<file path="src/rtl/lfsr_pkg.sv">
// Shared definitions for the LFSR random source: width limits, FSM states and
// the maximal-length tap table.
package lfsr_pkg;

  localparam int MIN_WIDTH = 3;
  localparam int MAX_WIDTH = 16;

  typedef enum logic {WARMUP, RUN} lfsr_state_t;

  // Bit i set means state bit i feeds the XOR that becomes the new bit 0.
  function automatic logic [15:0] lfsr_taps(input int width);
    case (width)
      3:       lfsr_taps = 16'h0006;
      4:       lfsr_taps = 16'h000C;
      5:       lfsr_taps = 16'h0014;
      6:       lfsr_taps = 16'h0030;
      7:       lfsr_taps = 16'h0060;
      8:       lfsr_taps = 16'h00B8;
      9:       lfsr_taps = 16'h0110;
      10:      lfsr_taps = 16'h0240;
      11:      lfsr_taps = 16'h0500;
      12:      lfsr_taps = 16'h0829;
      13:      lfsr_taps = 16'h100D;
      14:      lfsr_taps = 16'h2015;
      15:      lfsr_taps = 16'h6000;
      16:      lfsr_taps = 16'hD008;
      default: lfsr_taps = 16'h0000;
    endcase
  endfunction

endpackage

</file>
<file path="src/rtl/lfsr_step.sv">
// One combinational Fibonacci LFSR step; an all-zero result is forced to 1 so
// the register can never lock up.
module lfsr_step
  import lfsr_pkg::*;
#(
  parameter int WIDTH = 8
) (
  input  logic [WIDTH-1:0] cur,
  output logic [WIDTH-1:0] nxt
);

  localparam logic [15:0]      TAPS = lfsr_taps(WIDTH);
  localparam logic [WIDTH-1:0] MASK = TAPS[WIDTH-1:0];

  logic [WIDTH-1:0] raw;

  assign raw = {cur[WIDTH-2:0], ^(cur & MASK)};
  assign nxt = (raw == '0) ? WIDTH'(1) : raw;

endmodule

</file>
<file path="src/rtl/lfsr_rand_gen.sv">
// LFSR random source for cache random-replacement: seeded, warmed up, advanced
// STEPS positions per accepted request, and folded into a way index < NUMWAYS.
//
//   state  | meaning
//   WARMUP | free-running one step per cycle, Valid low
//   RUN    | Valid high, advance STEPS steps on each Req
module lfsr_rand_gen
  import lfsr_pkg::*;
#(
  parameter int               WIDTH      = 8,
  parameter int               STEPS      = 1,
  parameter int               WARMUP     = 4,
  parameter int               NUMWAYS    = 4,
  parameter logic [WIDTH-1:0] RESET_SEED = WIDTH'(1),
  parameter int               IDXW       = $clog2(NUMWAYS)
) (
  input  logic             clk,
  input  logic             reset,
  input  logic [WIDTH-1:0] Seed,
  input  logic             Load,
  input  logic             Req,
  output logic             Valid,
  output logic [WIDTH-1:0] RandOut,
  output logic [IDXW-1:0]  Index
);

  if (WIDTH < MIN_WIDTH || WIDTH > MAX_WIDTH) begin : g_bad_width
    $error("lfsr_rand_gen: WIDTH out of range 3..16");
  end
  if (STEPS < 1 || STEPS > WIDTH) begin : g_bad_steps
    $error("lfsr_rand_gen: STEPS out of range 1..WIDTH");
  end
  if (NUMWAYS < 2 || NUMWAYS > (1 << WIDTH)) begin : g_bad_ways
    $error("lfsr_rand_gen: NUMWAYS out of range 2..2^WIDTH");
  end
  if (RESET_SEED == '0) begin : g_bad_seed
    $error("lfsr_rand_gen: RESET_SEED must be nonzero");
  end

  // Counter needs at least one bit even when warm-up is disabled.
  localparam int            CW        = (WARMUP > 0) ? $clog2(WARMUP + 1) : 1;
  localparam logic [CW-1:0] WARM_LAST = CW'(WARMUP - 1);

  lfsr_state_t      fsm;
  logic [CW-1:0]    warm_cnt;
  logic [WIDTH-1:0] state;
  logic             valid_q;
  logic [WIDTH-1:0] seed_fix;
  logic [WIDTH-1:0] chain [STEPS+1];

  assign seed_fix = (Seed == '0) ? WIDTH'(1) : Seed;
  assign chain[0] = state;

  for (genvar g = 0; g < STEPS; g++) begin : g_chain
    lfsr_step #(.WIDTH(WIDTH)) u_step (
      .cur (chain[g]),
      .nxt (chain[g+1])
    );
  end

  always_ff @(posedge clk or posedge reset) begin
    if (reset) begin
      state    <= RESET_SEED;
      fsm      <= lfsr_pkg::WARMUP;
      warm_cnt <= '0;
      valid_q  <= 1'b0;
    end else if (Load) begin
      state    <= seed_fix;
      fsm      <= lfsr_pkg::WARMUP;
      warm_cnt <= '0;
      valid_q  <= 1'b0;
    end else begin
      case (fsm)
        lfsr_pkg::WARMUP: begin
          if (WARMUP == 0) begin
            fsm     <= lfsr_pkg::RUN;
            valid_q <= 1'b1;
          end else begin
            state <= chain[1];
            if (warm_cnt == WARM_LAST) begin
              fsm     <= lfsr_pkg::RUN;
              valid_q <= 1'b1;
            end else begin
              warm_cnt <= warm_cnt + CW'(1);
            end
          end
        end
        lfsr_pkg::RUN: begin
          if (Req) state <= chain[STEPS];
        end
        default: begin
          fsm     <= lfsr_pkg::WARMUP;
          valid_q <= 1'b0;
        end
      endcase
    end
  end

  // NUMWAYS > 2^(IDXW-1), so one conditional subtraction folds the low bits in range.
  localparam logic [IDXW:0] NW = (IDXW + 1)'(NUMWAYS);

  logic [IDXW:0] idx_ext;
  logic [IDXW:0] idx_sub;

  assign idx_ext = {1'b0, state[IDXW-1:0]};
  assign idx_sub = idx_ext - NW;

  assign Valid   = valid_q;
  assign RandOut = state;
  assign Index   = (idx_ext >= NW) ? idx_sub[IDXW-1:0] : idx_ext[IDXW-1:0];

endmodule

</file>
<file path="config.mk">
export PLATFORM = sky130hd
export DESIGN_NAME = lfsr_rand_gen
export DESIGN_NICKNAME = d
export VERILOG_FILES = /design/src/rtl/lfsr_pkg.sv /design/src/rtl/lfsr_step.sv /design/src/rtl/lfsr_rand_gen.sv
export SDC_FILE = /design/constraint.sdc
export NUM_CORES = 1
export LEC_CHECK = 0
export BUFFER_PORTS_ARGS = -buffer_cell sky130_fd_sc_hd__buf_4
export CAP_MARGIN = 15
export CORE_AREA = 2 2 46 48
export CTS_BUF_LIST = sky130_fd_sc_hd__clkbuf_16
export DETAILED_ROUTE_END_ITERATION = 6
export DIE_AREA = 0 0 48 50
export MAX_ROUTING_LAYER = met4
export PLACE_DENSITY_LB_ADDON = 0.15
export SYNTH_ARGS = -nofsm -noshare
export SYNTH_HDL_FRONTEND = slang
export SYNTH_SLANG_ARGS = --single-unit
</file>
<file path="constraint.sdc">
create_clock -name clk -period 3.9 [get_ports clk]
set_input_delay 0 -clock clk [delete_from_list [all_inputs] [get_ports clk]]
set_output_delay 0 -clock clk [all_outputs]
set_load 0.05 [all_outputs]
</file>
==> results of run 1 <==
==> area by class of cell <==
class,instances,area [um2]
Fill cell,192,966
Clock inverter,1,3.75
Multi-Input combinational cell,46,310
Tap cell,27,33.8
Inverter,3,11.3
Clock buffer,3,75.1
Timing Repair Buffer,23,175
Sequential cell,13,327
==> per-stage QoR <==
stage | hold slack [ns] | area [um2] | cells
floorplan | -0.124 | 677 | 67
global placement | 0.0653 | 847 | 111
detailed placement | 0.0654 | 847 | 111
CTS | 0.0294 | 936 | 116
global route | 0.0383 | 936 | 116
finish | 0.0257 | 936 | 116
==> registers in the layout, summed over array words and instances (netlist names) <==
register and count:
RandOut 8, Valid 1, fsm 1, warm_cnt 3
==> power by group <==
group          leakage (uW)  internal [uW]  switching (uW)  total [uW]
Combinational      0.000228           86.9             161         247
Sequential         0.000159            175            35.5         210
Clock             0.0000423            135            56.5         192
Total              0.000429            397             253         649
==> metal layers <==
| layer | track usage | up-vias | share of wire | wire [um] |
|---|---|---|---|---|
| met1 | 0.213 | 248 | 0.52 | 728 |
| met3 | 0.0330 | 4 | 0.051 | 72 |
| met4 | 0.0676 | 0 | 0.022 | 31 |
| met2 | 0.182 | 16 | 0.41 | 578 |
| met5 | - | - | 0 | 0 |
| li1 | - | 272 | - | - |
==> cells in the final DEF (no fill, tap or decap), types with 3 or more instances in the layout <==
cell and instances:
buf_4 22, nand2_1 9, xnor2_1 3, mux2i_1 7, nor2_1 5, inv_1 4, dfrtp_1 12, o21ai_0 8
clkbuf_16 3
==> worst max-delay path by stage <==
stage	to
2_1_floorplan	RandOut[0]
3_3_place_gp	RandOut[0]
3_5_place_dp	RandOut[2]
4_1_cts	RandOut[2]
5_1_grt	RandOut[5]
6_report	RandOut[0]
==> what timing repair did <==
| item | CTS | global route |
|---|---|---|
| hold buffers | 1 | 0 |
| endpoints found under the hold margin | 12 | 0 |
| resized for setup | 0 | 0 |
==> cells by family (layout without fill, tap and decap cells) <==
logic type,Yosys count,count (layout)
AND/OR/NAND/NOR,19,19
AO/OA/AOI/OAI,14,14
flip-flops,13,13
buffers and inverters,8,30
multiplexers,7,7
XOR/XNOR,4,4
adder cells (fa/ha/maj),2,2
==> worst max-delay path, delay by kind of cell, from the launching register on <==
kind	cells	cell delay, ns
AND/OR/NAND/NOR	2	0.71
flip-flops	1	0.43
AO/OA/AOI/OAI	2	0.24
==> synth_stat cells, drive strengths merged, types with 2 or more instances <==
master and instances:
nand2 9, nor2 5, o21ai 9, xnor2 3
buf 4, ha 2, or4 2, mux2i 7
a21oi 2, dfrtp 12, inv 3
==> metrics.yaml, run 1 <==
run_status:
  status: "finished clean"
pwr:
  leakagePower_uw: 0.000429
  ir_worst_vdd_v: 0.000273
  power.total_uw: 649
  power_density_mw_per_mm2: 694
placed_design:
  place_congestion: 0.707
  hpwl_um: 1040
  io_buffers: 22
  place_ws_ns: 2.44
route:
  ant_nets: 0
  wl_per_cell_um: 12.2
  avgViaCountPerCell: 4.66
  drtIter0Drc: 4
  routed-via-count: 540
  drc_errors: 0
  drtPass1Iterations: 4
  drt-total-wl_um: 1410
critical_path:
  cp.arrival_ns: 1.62
  rr_startpoint: "RandOut[5]"
  reg2reg_to: "RandOut[0]"
  cp_cell_sequence: "or4_1 > nor4_1 > o31ai_1 > o21ai_1"
  critical_path.max_stage_delay_ns: 0.53
  r2r_cells: 4
  cp-startpoint: "RandOut[5]"
  worstPathMaxFanout: 5
  critPathLaunchType: "flip-flop"
  cpMaxStageDelayCell: "or4_1"
  crit_required_ns: 4.07
  r2r_setup_slack_ns: 2.46
  endpoint_kind: "flip-flop"
  crit_type: "flip-flop to flip-flop"
yosys:
  synth-xor-area-share: 0.0518
  synthMuxAreaShare: 0.104
  ys_types: 23
  synth_fp_nets: 81
  yosys.area.top_type: "dfrtp_1"
  synth-simple-area-share: 0.139
  synthFlopType: "dfrtp_1"
  synth_area_um2: 677
  synth-seq-area-share: 0.482
  ys_seq_elements: 13
  avgSynthCellArea_um2: 10.1
  synthCells: 67
  synthTopCellsByArea: "dfrtp_1 (44%), mux2i_1 (10%), o21ai_0 (5.9%), nand2_1 (5.0%), dfstp_2 (3.9%)"
  synth_top_area_frac: 0.444
  synth_top_family_by_area: "simple AND/OR/NAND/NOR gates"
  ys_warn_count: 0
  synthArstFlopShare: 1.00
  yosys.area_share.adder: 0.0370
  synth_compound_area_frac: 0.128
  synth_edf_count: 0
floorplan:
  die_height_um: 50
  rows: 16
  ioPinCount: 23
  dieArea_mm2: 0.00240
  start_util: 0.356
  die_w_um: 48
  core_mm2: 0.00190
grt:
  grt_pass1_wl_um: 2370
  grt_max_degree: 17
  grt-ovfl-total: 0
  grt_pass1_vias: 522
  antenna_found_initial: 0
  track_usage: 0.144
clock_network:
  cts-root-buf: "clkbuf_16"
  cts_buffers: 3
  cts_setup_buffers: 0
  h-tree-depth: 1
  clock-sinks: 13
  cts.clk_slew.worst_paths_ns: 0.05
  cts_tree: "yes"
  clk_path_buf_depth: 2
  clock_latency_ns: 0.24
layout:
  syn_to_final_growth_pct: 38.3
  drive_gt1_frac: 0.326
  final_nets: 104
  antenna_cells: 0
  fin_util: 0.492
hold_path:
  min_to: "RandOut[0]"
  min_path_cells: 4
  hold_class: "primary input to flip-flop"
  hold_start: "Seed[3]"
timing:
  tns_ns: 0
  finalSetupViolCount: 0
  hold_viol: 0
  fin_crit_sh: 0.370
  finalCriticalPeriod_ns: 1.44
  rsz0062_at_grt: "no"
  drv_slew: 0
  timing.final.ws_setup_ns: 2.46
  skew_ns: 0.00450
  fmax_mhz: 694
  worst_slew_pin_slew_ns: 0.793
  relSlewSlack: 0.468
run:
  max_cap_viol_count: 0
Power figures use the tool's default switching activity.
==> run 2: changes to the inputs <==
--- a/config.mk
+++ b/config.mk
@@ -5,12 +5,13 @@
 export SDC_FILE = /design/constraint.sdc
 export NUM_CORES = 1
 export LEC_CHECK = 0
+export ABC_AREA = 1
 export BUFFER_PORTS_ARGS = -buffer_cell sky130_fd_sc_hd__buf_4
 export CAP_MARGIN = 15
-export CORE_AREA = 2 2 46 48
+export CORE_AREA = 2 2 49 51
 export CTS_BUF_LIST = sky130_fd_sc_hd__clkbuf_16
 export DETAILED_ROUTE_END_ITERATION = 6
-export DIE_AREA = 0 0 48 50
+export DIE_AREA = 0 0 51 53
 export MAX_ROUTING_LAYER = met4
 export PLACE_DENSITY_LB_ADDON = 0.15
 export SYNTH_ARGS = -nofsm -noshare
==> constraint.sdc (replaced) <==
create_clock -name clk -period 1.2 [get_ports clk]
set_input_delay 0 -clock clk [delete_from_list [all_inputs] [get_ports clk]]
set_output_delay 0 -clock clk [all_outputs]
set_load 0.05 [all_outputs]
==> run 2 against run 1 <==
  * The run now ends with negative hold slack left
  * Clock power grew to 3.3 times the previous value
  * Sequential share of layout area down 4.7 points
  * Critical endpoint is now warm_cnt[0]
  * Non-clock buffer count rose by 4
  * Combinational power rose to 3.3 times the previous value
  * Critical path depth is 1 higher
  * Sequential cell count did not move
  * Synthesized cell count grew 46%
  * Die area increased by 13%
  * Power rose to 3.2 times the previous value
  * Final area grew 16%
==> metrics.yaml, run 2 <==
run_status:
  status: "finished with violations"  # was finished clean
  violations: "negative hold slack"
layout:
  largest_reg_flops: 8  # unchanged
  fin_cells: 152  # was 116
  drive_gt1_frac: 0.379  # was 0.326
  syn_to_final_growth_pct: 39.4  # was 38.3%
  register_area_um2: 329  # was 327 um2
  fill_cells: 205  # was 192
  finalInstanceArea_mm2: 0.00109  # was 936 um2
  layout_common_cells: "nand2_1 (26), buf_4 (26), nor2_1 (16), inv_1 (13), dfrtp_1 (10)"  # was buf_4 (22), dfrtp_1 (12), nand2_1 (9), o21ai_0 (8), mux2i_1 (7)
  fin_util: 0.507  # was 0.492
  multi_input_area_um2: 387  # was 310 um2
  antenna_cells: 0  # unchanged
  final_nets: 139  # was 104
critical_path:
  crit_type: "flip-flop to flip-flop"  # unchanged
  critical_path.max_stage_delay_ns: 0.38  # was 0.53 ns
  cp.arrival_ns: 1.32  # was 1.62 ns
  cp_top_family: "flip-flops"  # was simple AND/OR/NAND/NOR gates
  critPathLaunchType: "flip-flop"  # unchanged
  endpoint_kind: "flip-flop"  # unchanged
  cp_cell_sequence: "ha_2 > ha_4 > nor2_4 > a21oi_1 > o21a_1"  # was or4_1 > nor4_1 > o31ai_1 > o21ai_1
  cpMaxStageDelayCell: "dfrtp_1"  # was or4_1
  worstPathMaxFanout: 6  # was 5
  crit_required_ns: 1.33  # was 4.07 ns
  worst-path-buf-inv: 0  # unchanged
yosys:
  synth_area_um2: 781  # was 677 um2
  synthArstFlopShare: 1.00  # unchanged
  yosys.area.top_type: "dfrtp_1"  # unchanged
  synthTopCellsByArea: "dfrtp_1 (38%), nand2_1 (13%), nor2_1 (8.2%), inv_1 (6.3%), o21ai_2 (5.6%)"  # was dfrtp_1 (44%), mux2i_1 (10%), o21ai_0 (5.9%), nand2_1 (5.0%), dfstp_2 (3.9%)
  avgSynthCellArea_um2: 7.97  # was 10.1 um2
  ys_seq_elements: 13  # unchanged
  synth_edf_count: 0  # unchanged
  synth_fp_nets: 112  # was 81
  synth_top_area_frac: 0.385  # was 0.444
  netlist_top_cells_count: "nand2_1 (26), nor2_1 (17), inv_1 (13)"  # was dfrtp_1 (12), nand2_1 (9), o21ai_0 (8)
  post-synth-top-count-cell: "nand2_1"  # was dfrtp_1
  ys_types: 21  # was 23
  synthFlopType: "dfrtp_1"  # unchanged
  synthCells: 98  # was 67
  synth-seq-area-share: 0.418  # was 0.482
  ys_warn_count: 0  # unchanged
timing:
  hold_viol: 1  # was 0
  rsz0062_at_grt: "yes"  # was no
  relSlewSlack: 0.668  # was 0.468
  skew_ns: 0.00298  # was 0.00450 ns
  worst_slew_pin_slew_ns: 0.497  # was 0.793 ns
  fin_crit_sh: 0.991  # was 0.370
  finalCriticalPeriod_ns: 1.19  # was 1.44 ns
  fmax_mhz: 841  # was 694 MHz
  finalSetupViolCount: 0  # unchanged
  holdWs_ns: -0.00183  # was 0.0257 ns
  drv_slew: 0  # unchanged
route:
  drtPass1Iterations: 4  # unchanged
  wl_per_cell_um: 10.9  # was 12.2 um
  ant_nets: 0  # unchanged
  drtIter0Drc: 9  # was 4
  drt-total-wl_um: 1660  # was 1410 um
  avgViaCountPerCell: 4.61  # was 4.66
  routed-via-count: 701  # was 540
  drc_errors: 0  # unchanged
pwr:
  switching_share: 0.374  # was 0.389
  clockPowerShare: 0.309  # was 0.295
  seq_power_share: 0.302  # was 0.324
  power_switching_uw: 771  # was 253 uW
  comb_power_share: 0.389  # was 0.381
  leakagePower_uw: 0.000556  # was 0.000429 uW
  power.internal_uw: 1290  # was 397 uW
  power_density_mw_per_mm2: 1900  # was 694 mW/mm2
  power.total_uw: 2060  # was 649 uW
  ir_worst_vdd_v: 0.000807  # was 0.000273 V
floorplan:
  die_w_um: 51  # was 48 um
  start_util: 0.363  # was 0.356
  ioPinCount: 23  # unchanged
  rows: 17  # was 16
  dieArea_mm2: 0.00270  # was 0.00240 mm2
  die_height_um: 53  # was 50 um
  core_mm2: 0.00215  # was 0.00190 mm2
clock_network:
  h-tree-depth: 1  # unchanged
  cts_tree: "yes"  # unchanged
  cts_buffers: 3  # unchanged
  clock_latency_ns: 0.24  # about the same
  clock-sinks: 13  # unchanged
  cts.clk_slew.worst_paths_ns: 0.05  # about the same
  cts-root-buf: "clkbuf_16"  # unchanged
  clk_path_buf_depth: 2  # unchanged
grt:
  grt_pass1_wl_um: 2870  # was 2370 um
  track_usage: 0.152  # was 0.144
  antenna_found_initial: 0  # unchanged
  grt_max_degree: 15  # was 17
  grt_pass1_vias: 656  # was 522
  grt-ovfl-total: 0  # unchanged
run:
  max_cap_viol_count: 0  # unchanged
placed_design:
  post_dp_cell_area_um2: 971  # was 847 um2
  io_buffers: 22  # unchanged
  place_congestion: 0.773  # was 0.707
  hpwl_um: 1290  # was 1040 um
  dpl.cell_count: 146  # was 111
hold_path:
  hold_class: "primary input to flip-flop"  # unchanged
run 2: cell types whose count changed after synthesis, moves of 5 or more:
cell	delta
o21ai_0	-8
nor2_1	+12
inv_1	+10
o21ai_2	+5
nand2_1	+17
mux2i_1	-7
run 2: kinds of logic after synthesis:
kind of cell / Yosys count / synth area share
compound gates: 17 / 0.179
simple gates: 47 / 0.248
fa+ha+maj: 2 / 0.0320
buf+inv: 19 / 0.122
flops: 13 / 0.418
run 2: cell type report:
class / instances / area share
sequential: 13 / 0.302
multi-input combinational: 66 / 0.355
timing repair buffer: 27 / 0.189
inverter: 14 / 0.0483
clock inverter: 1 / 0.00460
tap: 28 / 0.0322
clock buffer: 3 / 0.0690
run 2: power groups by stage:
stage	logic (uW)	clock network [uW]	registers (uW)
detailed placement	747	0	629
finish	803	638	622
CTS	775	642	624
global placement	736	0	622
global route	888	673	634
floorplan	364	0	797
run 2: path summary, 6_finish.rpt:
kind                        startpoint     endpoint  slack, ns  depth (start not counted)
min reg2reg                 RandOut[0]   RandOut[0]       0.50                          2
max in group asynchronous        reset   RandOut[5]       0.50                          3
max                        warm_cnt[0]  warm_cnt[0]       0.01                          5
min in group asynchronous        reset   RandOut[2]       0.33                          3
max reg2reg                warm_cnt[0]  warm_cnt[0]       0.01                          5
min                            Seed[2]   RandOut[2]     -0.002                          3
run 2: metal layers:
layer	track usage	vias up	routed length, um
met5	-	-	0
met3	0.0367	5	123
met2	0.229	19	735
li1	-	362	-
met4	0.0946	0	44
met1	0.183	315	753
run 2: per-stage QoR:
step / setup WS [ns] / TNS (ns)
after floorplan: 0.0142 / 0
after global placement: -0.00576 / -0.00917
after detailed placement: -0.0624 / -0.148
after CTS: -0.0248 / -0.0356
after global routing: -0.0539 / -0.128
final: 0.0104 / 0
run 2: worst reg2reg max path: stages (launching register included):
cell and delay (ns):
dfrtp_1 0.38, ha_2 0.20, ha_4 0.16, nor2_4 0.14, a21oi_1 0.08, o21a_1 0.11
run 2: repair_timing:
action / 4_1_cts / 5_1_grt
hold endpoints to repair: 12 / 0
buffers inserted: 0 / 1
hold buffers: 1 / 0
resized for setup: 3 / 1
endpoints found under the setup margin: 3 / 3
pin swaps: 1 / 1
gates cloned: 0 / 0
